**src/rtl/sift_pkg.sv**
```systemverilog
// Types shared across the SIFT pipeline: scheduler states, width helpers and
// the {octave, x, y} keypoint record layout used by descriptor generation.
package sift_pkg;

    typedef enum logic [1:0] {
        IDLE   = 2'd0,
        LAUNCH = 2'd1,
        WAIT   = 2'd2
    } sched_state_t;

    function automatic int xy_width(input int dimension);
        return 2 * $clog2(dimension);
    endfunction

    function automatic int oct_width(input int number_octaves);
        return (number_octaves > 1) ? $clog2(number_octaves) : 1;
    endfunction

    // A keypoint record is {octave, x, y}: the octave tag sits above the packed xy.
    function automatic int key_width(input int dimension, input int number_octaves);
        return xy_width(dimension) + oct_width(number_octaves);
    endfunction

endpackage

```
**src/rtl/keypoint_write_port.sv**
```systemverilog
// Single write port into the keypoint BRAM: address counter, full/overflow
// detection and registered {octave, x, y} write data.
module keypoint_write_port
    import sift_pkg::*;
#(
    parameter int NUMBER_KEYPOINTS = 1000,
    parameter int XY_W             = 12,
    parameter int OCT_W            = 2,
    parameter int KA_W             = $clog2(NUMBER_KEYPOINTS)
) (
    input  logic                    clk,
    input  logic                    srst,
    input  logic                    clear,
    input  logic                    key_valid,
    input  logic [XY_W-1:0]         key_xy,
    input  logic [OCT_W-1:0]        key_octave,
    output logic [KA_W-1:0]         key_write_addr,
    output logic                    key_wea,
    output logic [XY_W+OCT_W-1:0]   key_out,
    output logic [KA_W:0]           key_count,
    output logic                    overflow
);

    localparam logic [KA_W:0] KEY_FULL = (KA_W + 1)'(NUMBER_KEYPOINTS);

    logic [KA_W-1:0]       addr_q, addr_d;
    logic                  wea_q, wea_d;
    logic [XY_W+OCT_W-1:0] out_q, out_d;
    logic [KA_W:0]         count_q, count_d;
    logic                  overflow_q, overflow_d;

    always_comb begin
        addr_d     = addr_q;
        wea_d      = 1'b0;
        out_d      = out_q;
        count_d    = count_q;
        overflow_d = overflow_q;
        if (clear) begin
            count_d    = '0;
            overflow_d = 1'b0;
        end else if (key_valid) begin
            // Once the BRAM is full further keypoints are dropped, never wrapped.
            if (count_q != KEY_FULL) begin
                wea_d   = 1'b1;
                addr_d  = count_q[KA_W-1:0];
                out_d   = {key_octave, key_xy};
                count_d = count_q + (KA_W + 1)'(1);
            end else begin
                overflow_d = 1'b1;
            end
        end
    end

    always_ff @(posedge clk) begin
        if (srst) begin
            addr_q     <= '0;
            wea_q      <= 1'b0;
            out_q      <= '0;
            count_q    <= '0;
            overflow_q <= 1'b0;
        end else begin
            addr_q     <= addr_d;
            wea_q      <= wea_d;
            out_q      <= out_d;
            count_q    <= count_d;
            overflow_q <= overflow_d;
        end
    end

    assign key_write_addr = addr_q;
    assign key_wea        = wea_q;
    assign key_out        = out_q;
    assign key_count      = count_q;
    assign overflow       = overflow_q;

endmodule

```
**src/rtl/octave_keypoint_scheduler.sv**
```systemverilog
// Runs the shared DoG+extrema engine once per pyramid octave with a per-octave
// watchdog, and funnels tagged keypoints into the keypoint BRAM write port.
module octave_keypoint_scheduler
    import sift_pkg::*;
#(
    parameter  int DIMENSION        = 64,
    parameter  int NUMBER_OCTAVES   = 3,
    parameter  int NUMBER_KEYPOINTS = 1000,
    parameter  int TIMEOUT          = 2**20,
    localparam int XY_W             = xy_width(DIMENSION),
    localparam int OCT_W            = oct_width(NUMBER_OCTAVES),
    localparam int KA_W             = $clog2(NUMBER_KEYPOINTS),
    localparam int DIM_W            = $clog2(DIMENSION) + 1
) (
    input  logic                  clk,
    input  logic                  rst_in,
    input  logic                  start,
    output logic                  busy,
    output logic                  keypoints_done,
    output logic                  error,
    output logic                  overflow,
    output logic                  eng_start,
    output logic [OCT_W-1:0]      eng_octave,
    output logic [DIM_W-1:0]      eng_dim,
    input  logic                  eng_done,
    input  logic                  eng_key_valid,
    input  logic [XY_W-1:0]       eng_key_xy,
    output logic [KA_W-1:0]       key_write_addr,
    output logic                  key_wea,
    output logic [XY_W+OCT_W-1:0] key_out,
    output logic [KA_W:0]         key_count
);

    localparam int WD_W = $clog2(TIMEOUT) + 1;
    localparam logic [OCT_W-1:0] LAST_OCTAVE = OCT_W'(NUMBER_OCTAVES - 1);
    // The abort decision is taken on the cycle the incremented count would hit TIMEOUT-1.
    localparam logic [WD_W-1:0] WD_LIMIT = WD_W'(TIMEOUT - 2);

    sched_state_t     state_q, state_d;
    logic [OCT_W-1:0] octave_q, octave_d;
    logic [WD_W-1:0]  wd_q, wd_d;
    logic             busy_q, busy_d;
    logic             done_q, done_d;
    logic             error_q, error_d;
    logic             eng_start_q, eng_start_d;
    logic             start_accept;
    logic             key_accept;

    always_comb begin
        state_d      = state_q;
        octave_d     = octave_q;
        wd_d         = wd_q;
        busy_d       = busy_q;
        done_d       = done_q;
        error_d      = error_q;
        eng_start_d  = 1'b0;
        start_accept = 1'b0;
        case (state_q)
            IDLE: begin
                if (start) begin
                    start_accept = 1'b1;
                    state_d      = LAUNCH;
                    octave_d     = '0;
                    wd_d         = '0;
                    busy_d       = 1'b1;
                    done_d       = 1'b0;
                    error_d      = 1'b0;
                    eng_start_d  = 1'b1;
                end
            end
            LAUNCH: begin
                wd_d    = '0;
                state_d = WAIT;
            end
            WAIT: begin
                wd_d = wd_q + WD_W'(1);
                if (eng_done) begin
                    if (octave_q == LAST_OCTAVE) begin
                        state_d = IDLE;
                        busy_d  = 1'b0;
                        done_d  = 1'b1;
                    end else begin
                        octave_d    = octave_q + OCT_W'(1);
                        state_d     = LAUNCH;
                        eng_start_d = 1'b1;
                    end
                end else if (wd_q == WD_LIMIT) begin
                    state_d = IDLE;
                    busy_d  = 1'b0;
                    done_d  = 1'b1;
                    error_d = 1'b1;
                end
            end
            default: state_d = IDLE;
        endcase
    end

    always_ff @(posedge clk) begin
        if (rst_in) begin
            state_q     <= IDLE;
            octave_q    <= '0;
            wd_q        <= '0;
            busy_q      <= 1'b0;
            done_q      <= 1'b0;
            error_q     <= 1'b0;
            eng_start_q <= 1'b0;
        end else begin
            state_q     <= state_d;
            octave_q    <= octave_d;
            wd_q        <= wd_d;
            busy_q      <= busy_d;
            done_q      <= done_d;
            error_q     <= error_d;
            eng_start_q <= eng_start_d;
        end
    end

    // octave_q still holds the finishing octave on the eng_done edge, so a
    // coincident keypoint is tagged with the octave that produced it.
    assign key_accept = eng_key_valid && (state_q != IDLE);

    keypoint_write_port #(
        .NUMBER_KEYPOINTS (NUMBER_KEYPOINTS),
        .XY_W             (XY_W),
        .OCT_W            (OCT_W),
        .KA_W             (KA_W)
    ) u_write_port (
        .clk            (clk),
        .srst           (rst_in),
        .clear          (start_accept),
        .key_valid      (key_accept),
        .key_xy         (eng_key_xy),
        .key_octave     (octave_q),
        .key_write_addr (key_write_addr),
        .key_wea        (key_wea),
        .key_out        (key_out),
        .key_count      (key_count),
        .overflow       (overflow)
    );

    assign busy           = busy_q;
    assign keypoints_done = done_q;
    assign error          = error_q;
    assign eng_start      = eng_start_q;
    assign eng_octave     = octave_q;
    assign eng_dim        = DIM_W'(DIMENSION >> octave_q);

endmodule

```
**config.mk**
```make
export PLATFORM = sky130hd
export DESIGN_NAME = octave_keypoint_scheduler
export DESIGN_NICKNAME = d
export VERILOG_FILES = /design/src/rtl/sift_pkg.sv /design/src/rtl/keypoint_write_port.sv /design/src/rtl/octave_keypoint_scheduler.sv
export SDC_FILE = /design/constraint.sdc
export NUM_CORES = 1
export LEC_CHECK = 0
export ABC_AREA = 1
export BUFFER_PORTS_ARGS = -buffer_cell sky130_fd_sc_hd__buf_2
export CAP_MARGIN = 20
export CORE_MARGIN = 2
export CORE_UTILIZATION = 50
export CTS_BUF_LIST = sky130_fd_sc_hd__clkbuf_4
export CTS_CLUSTER_DIAMETER = 150
export DETAILED_ROUTE_END_ITERATION = 7
export GPL_TIMING_DRIVEN = 1
export PLACE_DENSITY = 0.74
export RECOVER_POWER = 25
export SYNTH_ARGS = -nofsm -noshare
export SYNTH_HDL_FRONTEND = slang
export SYNTH_HIERARCHICAL = 1
export SYNTH_SLANG_ARGS = --single-unit
```
**constraint.sdc**
```tcl
create_clock -name clk -period 4.1 [get_ports clk]
set_clock_uncertainty 0.15 [all_clocks]
set_input_delay 0.82 -clock clk [delete_from_list [all_inputs] [get_ports clk]]
set_output_delay 0.82 -clock clk [all_outputs]
set_load 0.01 [all_outputs]
```
==> results of run 1 <==
==> metrics by stage <==
step	utilization [%]	power (mW)	area, µm²	std cells	hold slack (ns)
final	59.2	1.33	3780	605	0.310
after global routing	59.2	1.39	3780	605	0.330
after CTS	59.6	1.35	3800	605	0.320
after detailed placement	56.9	0.833	3640	589	0.301
after global placement	56.9	0.830	3640	589	0.287
after floorplan	-	0.794	3340	465	0.310
==> kinds of logic (layout without fill, tap and decap cells) <==
group                      Yosys count  in the layout  synth area share, %
buffers and inverters               62            125                 8.53
DFF                                 66             66                 39.7
adders and majority gates            8              8                 3.01
other                                1              3                0.113
xor gates and xnor gates             4              4                 1.05
AOI/OAI and AO/OA                   76             76                 13.3
and+or+nand+nor                    246            246                 34.2
==> metal layers <==
metal | wire length, µm | part of all wire (%) | vias to the layer above | track usage [%]
met4 | 123 | 1.7 | 0 | 9.81
met3 | 378 | 5.1 | 11 | 4.14
met2 | 3350 | 45 | 79 | 32.7
met5 | 0 | 0 | - | 0
met1 | 3520 | 48 | 1421 | 28.6
li1 | - | - | 1606 | -
==> synth_stat cells <==
master / number / area share (%)
sky130_fd_sc_hd__nand2_2: 15 / 2.8
sky130_fd_sc_hd__o21bai_1: 1 / 0.23
sky130_fd_sc_hd__clkbuf_2: 1 / 0.15
sky130_fd_sc_hd__conb_1: 1 / 0.11
sky130_fd_sc_hd__nand4_1: 7 / 1.3
sky130_fd_sc_hd__inv_2: 5 / 0.56
sky130_fd_sc_hd__buf_2: 1 / 0.15
sky130_fd_sc_hd__o21ai_1: 13 / 2.0
sky130_fd_sc_hd__clkbuf_1: 4 / 0.45
sky130_fd_sc_hd__buf_1: 1 / 0.11
sky130_fd_sc_hd__o21a_1: 1 / 0.23
sky130_fd_sc_hd__buf_4: 5 / 1.1
sky130_fd_sc_hd__ha_1: 8 / 3.0
sky130_fd_sc_hd__or2_2: 1 / 0.19
sky130_fd_sc_hd__nor2_4: 7 / 2.4
sky130_fd_sc_hd__a21oi_2: 4 / 1.1
sky130_fd_sc_hd__nand3_2: 4 / 1.2
sky130_fd_sc_hd__nor2_1: 97 / 11
sky130_fd_sc_hd__nand2_1: 84 / 9.5
sky130_fd_sc_hd__nor3_1: 5 / 0.75
sky130_fd_sc_hd__dfxtp_1: 66 / 40
sky130_fd_sc_hd__o31ai_1: 1 / 0.23
sky130_fd_sc_hd__a311oi_1: 1 / 0.26
sky130_fd_sc_hd__nand3_4: 1 / 0.53
sky130_fd_sc_hd__nor2_2: 8 / 1.5
sky130_fd_sc_hd__o21bai_2: 1 / 0.34
sky130_fd_sc_hd__xor2_1: 4 / 1.1
sky130_fd_sc_hd__a31oi_1: 1 / 0.19
sky130_fd_sc_hd__o21ai_4: 1 / 0.49
sky130_fd_sc_hd__nor3_4: 1 / 0.49
sky130_fd_sc_hd__a211oi_1: 2 / 0.45
sky130_fd_sc_hd__nor3b_1: 1 / 0.23
sky130_fd_sc_hd__nand2_4: 1 / 0.34
sky130_fd_sc_hd__inv_1: 41 / 4.6
sky130_fd_sc_hd__a22oi_1: 2 / 0.45
sky130_fd_sc_hd__o211ai_1: 2 / 0.45
sky130_fd_sc_hd__o21ai_0: 23 / 3.5
sky130_fd_sc_hd__nand3_1: 14 / 2.1
sky130_fd_sc_hd__a221oi_1: 1 / 0.26
sky130_fd_sc_hd__a21oi_1: 22 / 3.3
sky130_fd_sc_hd__buf_6: 4 / 1.4
==> registers in the layout, summed over array words and instances (netlist names), 2 cells and up <==
signal,flops
eng_octave,2
state_q,2
u_write_port/key_count,11
u_write_port/key_out,14
u_write_port/key_write_addr,10
wd_q,21
==> power groups by stage <==
stage,clock network [mW],logic [mW],registers [mW]
2_1_floorplan,0,0.0937,0.700
3_3_place_gp,0,0.139,0.691
3_5_place_dp,0,0.142,0.691
4_1_cts,0.527,0.143,0.677
5_1_grt,0.550,0.160,0.679
6_report,0.513,0.141,0.677
==> final cells by class <==
class                           instances  area, µm²  share of cell area [%]
Clock buffer                            9       67.6                    1.79
Multi-Input combinational cell        337       1710                    45.2
Clock inverter                          7        100                    2.65
Timing Repair Buffer                   63        314                    8.30
Tap cell                               77       96.3                    2.55
Inverter                               46        173                    4.57
Sequential cell                        66       1320                    34.9
==> worst max-delay path, stage by stage, from the launching register on <==
cell	delay, ns
sky130_fd_sc_hd__dfxtp_1	0.37
sky130_fd_sc_hd__inv_1	0.10
sky130_fd_sc_hd__nor2_1	0.93
sky130_fd_sc_hd__inv_1	0.46
sky130_fd_sc_hd__nor3_4	0.35
sky130_fd_sc_hd__nor2_1	0.17
sky130_fd_sc_hd__nand2_1	0.09
sky130_fd_sc_hd__a21oi_1	0.06
==> path summary, 6_finish.rpt <==
kind,startpoint,end,slack [ns],cells past startpoint
max,state_q[1]$_SDFFE_PP0P_,eng_octave[0]$_SDFFE_PP0P_,1.25,7
min reg2reg,keypoints_done$_SDFFE_PP0P_,keypoints_done$_SDFFE_PP0P_,0.31,2
min,keypoints_done$_SDFFE_PP0P_,keypoints_done$_SDFFE_PP0P_,0.31,2
max reg2reg,state_q[1]$_SDFFE_PP0P_,eng_octave[0]$_SDFFE_PP0P_,1.25,7
==> key figures, run 1 <==
Clocking
  – Hold bufs inserted after CTS: 0
  – Number of cells upsized or downsized after cts: 0
  – Maximum clock path buffer count: 2
  – Clock slew seen by the registers of the worst setup and hold paths: 0.12 ns
  – Number of setup buffers added after CTS: 0
  – TritonCTS clock tree: done
  – Number of buffers created by CTS: 9
  – Count of clock tree sinks: 66
  – H-tree Lvls: 3
  – Cell chosen for the clock root: sky130_fd_sc_hd__clkbuf_4
  – Insertion delay to the later sink of the worst-skew pair: 0.41 ns

Timing
  – Hold Fails Final Rpt: 0
  – Setup repair after global routing missed its margin: false
  – Final sum of negative setup slack: 0 ns
  – Final worst path period need: 2.85 ns
  – Highest Clock Rate: 0.351 GHz
  – Post-route fraction of the period consumed by the critical path: 69.4%
  – Max-Slew Margin vs Limit: 17.5%
  – Final setup violation count: 0
  – Slack of the critical path: 1.25 ns
  – Actual slew at the worst max-slew pin: 1.23 ns
  – Total count of max-transition violations in the final report: 0

Power and ir drop
  – Sequential cell fraction of total power: 50.8%
  – Power per Cell Area: 352 nW/µm²
  – Sw power: 368 µW
  – Part of the power in the clock network: 38.6%
  – Leakage power: 1.54 nW
  – Internal power of the cells: 964 µW
  – Fraction of power consumed by combinational cells: 10.6%
  – Worst-case vdd ir drop: 253 µV
  – Switching share of power: 27.6%

Drt
  – Routed via count: 3117
  – Routed wire length: 7370 µm
  – Via/cell ratio: 5.15
  – # DRC: 0
  – Pre-antenna DRT Iters: 4
  – Number of DRC violations after detailed-routing iteration 0: 142
  – Routed wirelength normalized by instance count: 12.2 µm
  – Residual antenna-violating net count after detailed routing: 0

Yosys
  – Number of warnings printed during yosys synthesis: 6
  – Synth Cell Area: 3330 µm²
  – Average cell area after synthesis: 7.19 µm²
  – Post-synthesis cell count: 463
  – Flop and latch count out of synthesis: 66
  – Distinct cell type count of the synthesized netlist: 41
  – Sequential cell area fraction in the yosys report: 39.7%

Die
  – Die width: 85.6 µm
  – Number of core rows: 29
  – Starting utilization of the core area: 52.1%
  – Io pins: 67
  – Die footprint: 7320 µm²
  – Core footprint: 6390 µm²
  – Die H: 85.6 µm

Status
  – Status: completed

Layout
  – Most frequent standard cell in the layout excluding fill and tap cells: sky130_fd_sc_hd__nor2_1
  – Commonest cells after routing, fill and taps aside: sky130_fd_sc_hd__nor2_1 (98), sky130_fd_sc_hd__nand2_1 (86), sky130_fd_sc_hd__dfxtp_1 (66)
  – Number of nets in the layout: 548
  – Fill cells: 632
  – Layout overhead on the synthesized area: 13.6%
  – Number of inserted diodes: 0
  – Fraction of layout cells with a size suffix above 1: 22.7%

Place
  – Count of port buffers added during placement: 63
  – Post-detail-place hpwl: 5320 µm
  – Setup slack at placement: 1.38 ns
  – Final Wtd Congestion: 0.829

Worst setup path
  – Arrival time of the worst setup path: 2.94 ns
  – Critical path data required time: 4.20 ns
  – Sort of element at the end of the critical path: register
  – Type of the setup path with the least slack: reg2reg
  – Kind of launch point of the worst setup path: register
  – Top fanout value on the critical path: 18

Global route
  – Number of antenna violations at the first check in global routing: 0
  – Remaining global-route overflow: 0
  – Maximum number of pins on one net before global-route repair: 26
  – Number of global-route vias before repair: 2811
  – GRT Util Overall: 21.2%
  – First-pass GRT wire length: 12600 µm

Hold path
  – Hold Path Class: reg2reg

Flow run
  – Max-cap check violation count: 0
Power figures use the tool's default switching activity.
==> run 2: changes to the inputs <==
--- a/config.mk
+++ b/config.mk
@@ -14,7 +14,7 @@
 export CTS_CLUSTER_DIAMETER = 150
 export DETAILED_ROUTE_END_ITERATION = 7
 export GPL_TIMING_DRIVEN = 1
-export PLACE_DENSITY = 0.74
+export PLACE_DENSITY = 0.77
 export RECOVER_POWER = 25
 export SYNTH_ARGS = -nofsm -noshare
 export SYNTH_HDL_FRONTEND = slang
==> constraint.sdc (replaced) <==
create_clock -name clk -period 2.3 [get_ports clk]
set_clock_uncertainty 0.15 [all_clocks]
set_input_delay 0.46 -clock clk [delete_from_list [all_inputs] [get_ports clk]]
set_output_delay 0.46 -clock clk [all_outputs]
set_load 0.01 [all_outputs]
==> key figures, run 2 (same netlist as run 1, synthesis figures left out) <==
Worst setup path
  – Top fanout value on the critical path: 6
  – Arrival time of the worst setup path: 1.43 ns
  – Kind of launch point of the worst setup path: register
  – Worst setup slack for register-to-register paths: 0.27 ns
  – Sort of element at the end of the critical path: output pin
  – Critical path data required time: 1.69 ns
  – Type of the setup path with the least slack: reg2out

Die
  – Die footprint: 7320 µm²
  – Die H: 85.6 µm
  – Io pins: 67
  – Die width: 85.6 µm
  – Number of core rows: 29
  – Core footprint: 6390 µm²
  – Starting utilization of the core area: 52.1%

Flow run
  – Max-cap check violation count: 0

Global route
  – Number of antenna violations at the first check in global routing: 0
  – GRT Util Overall: 21.5%
  – First-pass GRT wire length: 12800 µm
  – Remaining global-route overflow: 0
  – Maximum number of pins on one net before global-route repair: 26
  – Number of global-route vias before repair: 2921

Place
  – Setup slack at placement: 0.301 ns
  – Post-detail-place hpwl: 5410 µm
  – Placed cells: 591
  – Placed inst area: 3650 µm²
  – Count of port buffers added during placement: 63
  – Final Wtd Congestion: 0.832

Timing
  – Post-route fraction of the period consumed by the critical path: 88.8%
  – Setup repair after global routing missed its margin: false
  – Slack of the critical path: 0.258 ns
  – Worst-case hold slack: 0.117 ns
  – Final setup violation count: 0
  – Final sum of negative setup slack: 0 ns
  – Hold Fails Final Rpt: 0
  – Actual slew at the worst max-slew pin: 0.859 ns
  – Final worst path period need: 2.04 ns
  – Highest Clock Rate: 0.490 GHz
  – Total count of max-transition violations in the final report: 0
  – Max-Slew Margin vs Limit: 42.7%

Drt
  – Routed via count: 3107
  – # DRC: 0
  – Routed wirelength normalized by instance count: 12.5 µm
  – Residual antenna-violating net count after detailed routing: 0
  – Number of DRC violations after detailed-routing iteration 0: 228
  – Pre-antenna DRT Iters: 5
  – Routed wire length: 7560 µm
  – Via/cell ratio: 5.12

Power and ir drop
  – Power per Cell Area: 603 nW/µm²
  – Worst-case vdd ir drop: 432 µV
  – Final Total Pwr: 2.26 mW
  – Leakage power: 1.43 nW

Status
  – Status: completed

Layout
  – Layout overhead on the synthesized area: 12.9%
  – Top register by number of flip-flops: wd_q
  – Number of inserted diodes: 0
  – Number of flip-flops in the largest register: 21
  – Commonest cells after routing, fill and taps aside: sky130_fd_sc_hd__nor2_1 (97), sky130_fd_sc_hd__nand2_1 (84), sky130_fd_sc_hd__dfxtp_1 (66)
  – Final design instance area without fill: 3760 µm²
  – Most frequent standard cell in the layout excluding fill and tap cells: sky130_fd_sc_hd__nor2_1
  – Number of nets in the layout: 550
  – Fraction of layout cells with a size suffix above 1: 19.6%
  – Number of standard cells in the final layout excluding fillers: 607
  – Core Util, Final: 58.8%

Clocking
  – TritonCTS clock tree: done
  – Hold bufs inserted after CTS: 0
  – Insertion delay to the later sink of the worst-skew pair: 0.42 ns
  – H-tree Lvls: 3
  – Cell chosen for the clock root: sky130_fd_sc_hd__clkbuf_4
  – Maximum clock path buffer count: 2
  – Count of clock tree sinks: 66
  – Number of setup buffers added after CTS: 0
  – Clock slew seen by the registers of the worst setup and hold paths: 0.13 ns
  – Number of buffers created by CTS: 9
  – Number of cells upsized or downsized after cts: 0

Hold path
  – Hold Path Class: in2reg
==> run 2: cell types whose count changed in the layout (fill, tap and decap cells not counted), sizes merged <==
| cell | before | now |
|---|---|---|
| clkbuf | 10 | 35 |
| inv | 48 | 47 |
| clkinvlp | 0 | 1 |
| buf | 62 | 39 |
| bufinv | 2 | 1 |
| clkinv | 3 | 4 |
==> run 2: routing by layer <==
layer	share of wire (%)	track usage, %
met1	46	28.3
met2	46	33.3
met3	5.5	4.23
met4	2.5	11.8
met5	0	0
==> run 2: critical path: stages, from the launching register on <==
cell and delay, ns:
sky130_fd_sc_hd__dfxtp_1 0.47, sky130_fd_sc_hd__inv_1 0.12, sky130_fd_sc_hd__ha_1 0.27, sky130_fd_sc_hd__buf_2 0.16
==> run 2: cell type report <==
cell class                      count  area, µm²
Fill cell                         633       2630
Multi-Input combinational cell    337       1720
Clock buffer                        9       67.6
Tap cell                           77       96.3
Inverter                           46        173
Sequential cell                    66       1320
Timing Repair Buffer               65        298
Clock inverter                      7       77.6
==> run 2: worst paths after layout <==
| path | end | depth (start not counted) | start |
|---|---|---|---|
| hold / removal | u_write_port/key_out[5]$_SDFFE_PP0P_ | 3 | eng_key_xy[5] |
| hold reg to reg | keypoints_done$_SDFFE_PP0P_ | 2 | keypoints_done$_SDFFE_PP0P_ |
| setup / recovery | eng_dim[4] | 3 | eng_octave[0]$_SDFFE_PP0P_ |
| setup reg to reg | u_write_port/key_write_addr[2]$_SDFFE_PP0P_ | 9 | u_write_port/key_count[0]$_SDFFE_PP0P_ |
==> run 2: power by group <==
| part | internal, mW | leakage, nW | switching [mW] |
|---|---|---|---|
| sequential | 1.18 | 0.535 | 0.0245 |
| clock | 0.338 | 0.0765 | 0.470 |
| combinational | 0.0803 | 0.822 | 0.169 |
| total | 1.60 | 1.43 | 0.663 |
==> run 3: changes to the inputs <==
--- a/config.mk
+++ b/config.mk
@@ -5,7 +5,6 @@
 export SDC_FILE = /design/constraint.sdc
 export NUM_CORES = 1
 export LEC_CHECK = 0
-export ABC_AREA = 1
 export BUFFER_PORTS_ARGS = -buffer_cell sky130_fd_sc_hd__buf_2
 export CAP_MARGIN = 20
 export CORE_MARGIN = 2
==> key figures, run 3 <==
Timing
  – Max-Slew Margin vs Limit: 53.5%
  – Final sum of negative setup slack: 0 ns
  – Post-route fraction of the period consumed by the critical path: 86.1%
  – Hold Fails Final Rpt: 0
  – Final worst path period need: 1.98 ns
  – Highest Clock Rate: 0.505 GHz
  – Total count of max-transition violations in the final report: 0
  – Final setup violation count: 0
  – Setup repair after global routing missed its margin: false
  – Actual slew at the worst max-slew pin: 0.695 ns

Drt
  – # DRC: 0
  – Routed wire length: 7350 µm
  – Routed wirelength normalized by instance count: 14.2 µm
  – Routed via count: 2913
  – Via/cell ratio: 5.62
  – Number of DRC violations after detailed-routing iteration 0: 143
  – Pre-antenna DRT Iters: 4
  – Residual antenna-violating net count after detailed routing: 0

Place
  – Placed cells: 503
  – Post-detail-place hpwl: 5180 µm
  – Final Wtd Congestion: 0.848
  – Count of port buffers added during placement: 63

Worst setup path
  – Type of the setup path with the least slack: reg2reg
  – Critical path data required time: 2.44 ns
  – Top fanout value on the critical path: 24
  – Sort of element at the end of the critical path: register
  – Kind of launch point of the worst setup path: register
  – Arrival time of the worst setup path: 2.12 ns

Die
  – Io pins: 67
  – Die H: 84.1 µm
  – Die width: 84.1 µm
  – Core footprint: 6280 µm²
  – Starting utilization of the core area: 51.1%
  – Die footprint: 7070 µm²
  – Number of core rows: 29

Flow run
  – Max-cap check violation count: 0

Yosys
  – Average cell area after synthesis: 8.65 µm²
  – Dominant cell type by area after synthesis: sky130_fd_sc_hd__dfxtp_1
  – Complex-gate fraction of the synthesized area: 15.2%
  – Leading cell type by number of instances after synthesis: sky130_fd_sc_hd__dfxtp_1
  – Ys async rst share: 0%
  – Post-Synth XOR/XNOR Area: 1.91%
  – Synth Cell Area: 3210 µm²
  – Distinct cell type count of the synthesized netlist: 57
  – Main combinational cell family by area after synthesis: simple AND/OR/NAND/NOR gates
  – Flop and latch count out of synthesis: 66
  – Adder-cell share of the synthesized area: 3.12%
  – Dominant synthesized flop cell: sky130_fd_sc_hd__dfxtp_1
  – Area share of the largest cell type after synthesis: 41.2%
  – Count of flip-flops with a built-in enable after synthesis: 0
  – Share of cell area taken by muxes after synthesis: 8.42%
  – Sequential cell area fraction in the yosys report: 41.2%
  – Basic-gate share of the synthesized area counting and, or, nand and nor cells: 24.7%
  – Number of warnings printed during yosys synthesis: 6
  – Largest cells by area after synthesis: sky130_fd_sc_hd__dfxtp_1 (41%), sky130_fd_sc_hd__mux2i_1 (8.4%), sky130_fd_sc_hd__nor2_1 (5.7%)
  – Most numerous cell types in the synthesized netlist: sky130_fd_sc_hd__dfxtp_1 (66), sky130_fd_sc_hd__nor2_1 (49), sky130_fd_sc_hd__nand2_1 (33)
  – Post-synthesis cell count: 371

Global route
  – GRT Util Overall: 21.4%
  – Remaining global-route overflow: 0
  – Number of antenna violations at the first check in global routing: 0
  – Met1 track demand over resource in global routing: 29.5%
  – Met2 Use GR: 31.8%
  – Busiest layer in global routing: met2
  – Maximum number of pins on one net before global-route repair: 26
  – Number of global-route vias before repair: 2676
  – First-pass GRT wire length: 12400 µm
  – M3 GR Usage: 3.76%

Layout
  – Commonest cells after routing, fill and taps aside: sky130_fd_sc_hd__dfxtp_1 (66), sky130_fd_sc_hd__nor2_1 (49), sky130_fd_sc_hd__buf_2 (37)
  – Most frequent standard cell in the layout excluding fill and tap cells: sky130_fd_sc_hd__dfxtp_1
  – Number of standard cells in the final layout excluding fillers: 518
  – Number of nets in the layout: 462
  – Area of the multi-input gates: 1720 µm²
  – Fraction of layout cells with a size suffix above 1: 17.9%
  – Number of flip-flops in the largest register: 21
  – Number of inserted diodes: 0
  – Layout overhead on the synthesized area: 16.5%
  – Fill cells: 585
  – Combined flip-flop and latch cell area: 1320 µm²
  – Top register by number of flip-flops: wd_q

Clocking
  – Cell chosen for the clock root: sky130_fd_sc_hd__clkbuf_4
  – Insertion delay to the later sink of the worst-skew pair: 0.41 ns
  – TritonCTS clock tree: done
  – Number of buffers created by CTS: 9
  – Number of setup buffers added after CTS: 0
  – Number of cells upsized or downsized after cts: 0
  – Clock slew seen by the registers of the worst setup and hold paths: 0.11 ns
  – H-tree Lvls: 3
  – Hold bufs inserted after CTS: 0
  – Count of clock tree sinks: 66
  – Maximum clock path buffer count: 2

Power and ir drop
  – Worst-case vdd ir drop: 553 µV
  – Leakage power: 1.39 nW
  – Power per Cell Area: 590 nW/µm²
  – Final Total Pwr: 2.21 mW

Hold path
  – Hold Path Class: in2reg

Status
  – Status: completed
-- run 3: cell count changes after synthesis, sizes merged, moves of 6 or more --
cell and change:
nor2 -63, nand3 -10, nor4 +8, nor3 +8
mux2i +27, clkbuf +11, o21ai -28, inv -34
xnor2 +6, nand2 -67
-- run 3: worst max-delay path: stages, from the launching register on --
cell	delay (ns)
sky130_fd_sc_hd__dfxtp_1	0.35
sky130_fd_sc_hd__inv_1	0.07
sky130_fd_sc_hd__ha_1	0.22
sky130_fd_sc_hd__and4b_4	0.22
sky130_fd_sc_hd__a311oi_4	0.32
sky130_fd_sc_hd__buf_12	0.25
sky130_fd_sc_hd__mux2i_1	0.21
sky130_fd_sc_hd__nor2_1	0.07
-- run 3: area by class of cell --
| cell class | count | share of cell area (%) |
|---|---|---|
| Clock inverter | 6 | 2.21 |
| Clock buffer | 9 | 1.81 |
| Multi-Input combinational cell | 270 | 46.1 |
| Sequential cell | 66 | 35.4 |
| Timing Repair Buffer | 78 | 10.7 |
| Inverter | 12 | 1.21 |
| Tap cell | 77 | 2.58 |
-- run 3: stage by stage --
stage / hold slack, ns / util [%] / setup slack (ns) / instance area [µm²]
final: 0.130 / 59.5 / 0.320 / 3740
after global routing: 0.110 / 59.5 / 0.199 / 3740
after CTS: 0.114 / 60.2 / 0.314 / 3780
after detailed placement: 0.291 / 57.8 / 0.294 / 3630
after global placement: 0.283 / 57.8 / 0.318 / 3630
after floorplan: 0.316 / - / 0.0268 / 3220
-- run 3: routing by layer --
metal / wire [µm] / up-vias / share of wire, %
met5: 0 / - / 0
met4: 144 / 0 / 2.0
met3: 400 / 11 / 5.4
met2: 3260 / 79 / 44
met1: 3550 / 1367 / 48
li1: - / 1456 / -
-- run 3: path summary, 6_finish.rpt --
check,startpoint,to,slack (ns),cells past startpoint
min reg2reg,u_write_port/overflow$_SDFFE_PP0P_,u_write_port/overflow$_SDFFE_PP0P_,0.31,2
max reg2reg,u_write_port/key_count[0]$_SDFFE_PP0P_,u_write_port/key_write_addr[3]$_SDFFE_PP0P_,0.32,7
min,eng_key_xy[3],u_write_port/key_out[3]$_SDFFE_PP0P_,0.13,3
max,u_write_port/key_count[0]$_SDFFE_PP0P_,u_write_port/key_write_addr[3]$_SDFFE_PP0P_,0.32,7
-- run 3: report_power, final --
group | switching, mW | total, mW | leakage [nW] | internal [mW]
Clock | 0.415 | 0.845 | 0.0832 | 0.430
Sequential | 0.0126 | 1.17 | 0.533 | 1.16
Combinational | 0.115 | 0.188 | 0.773 | 0.0724
-- run 3: logic make-up after synthesis --
| kind of cell | Yosys count |
|---|---|
| flops | 66 |
| buf+inv | 37 |
| compound gates | 69 |
| simple gates | 156 |
| fa+ha+maj | 8 |
| mux | 27 |
| other cells | 1 |
| xor+xnor | 7 |
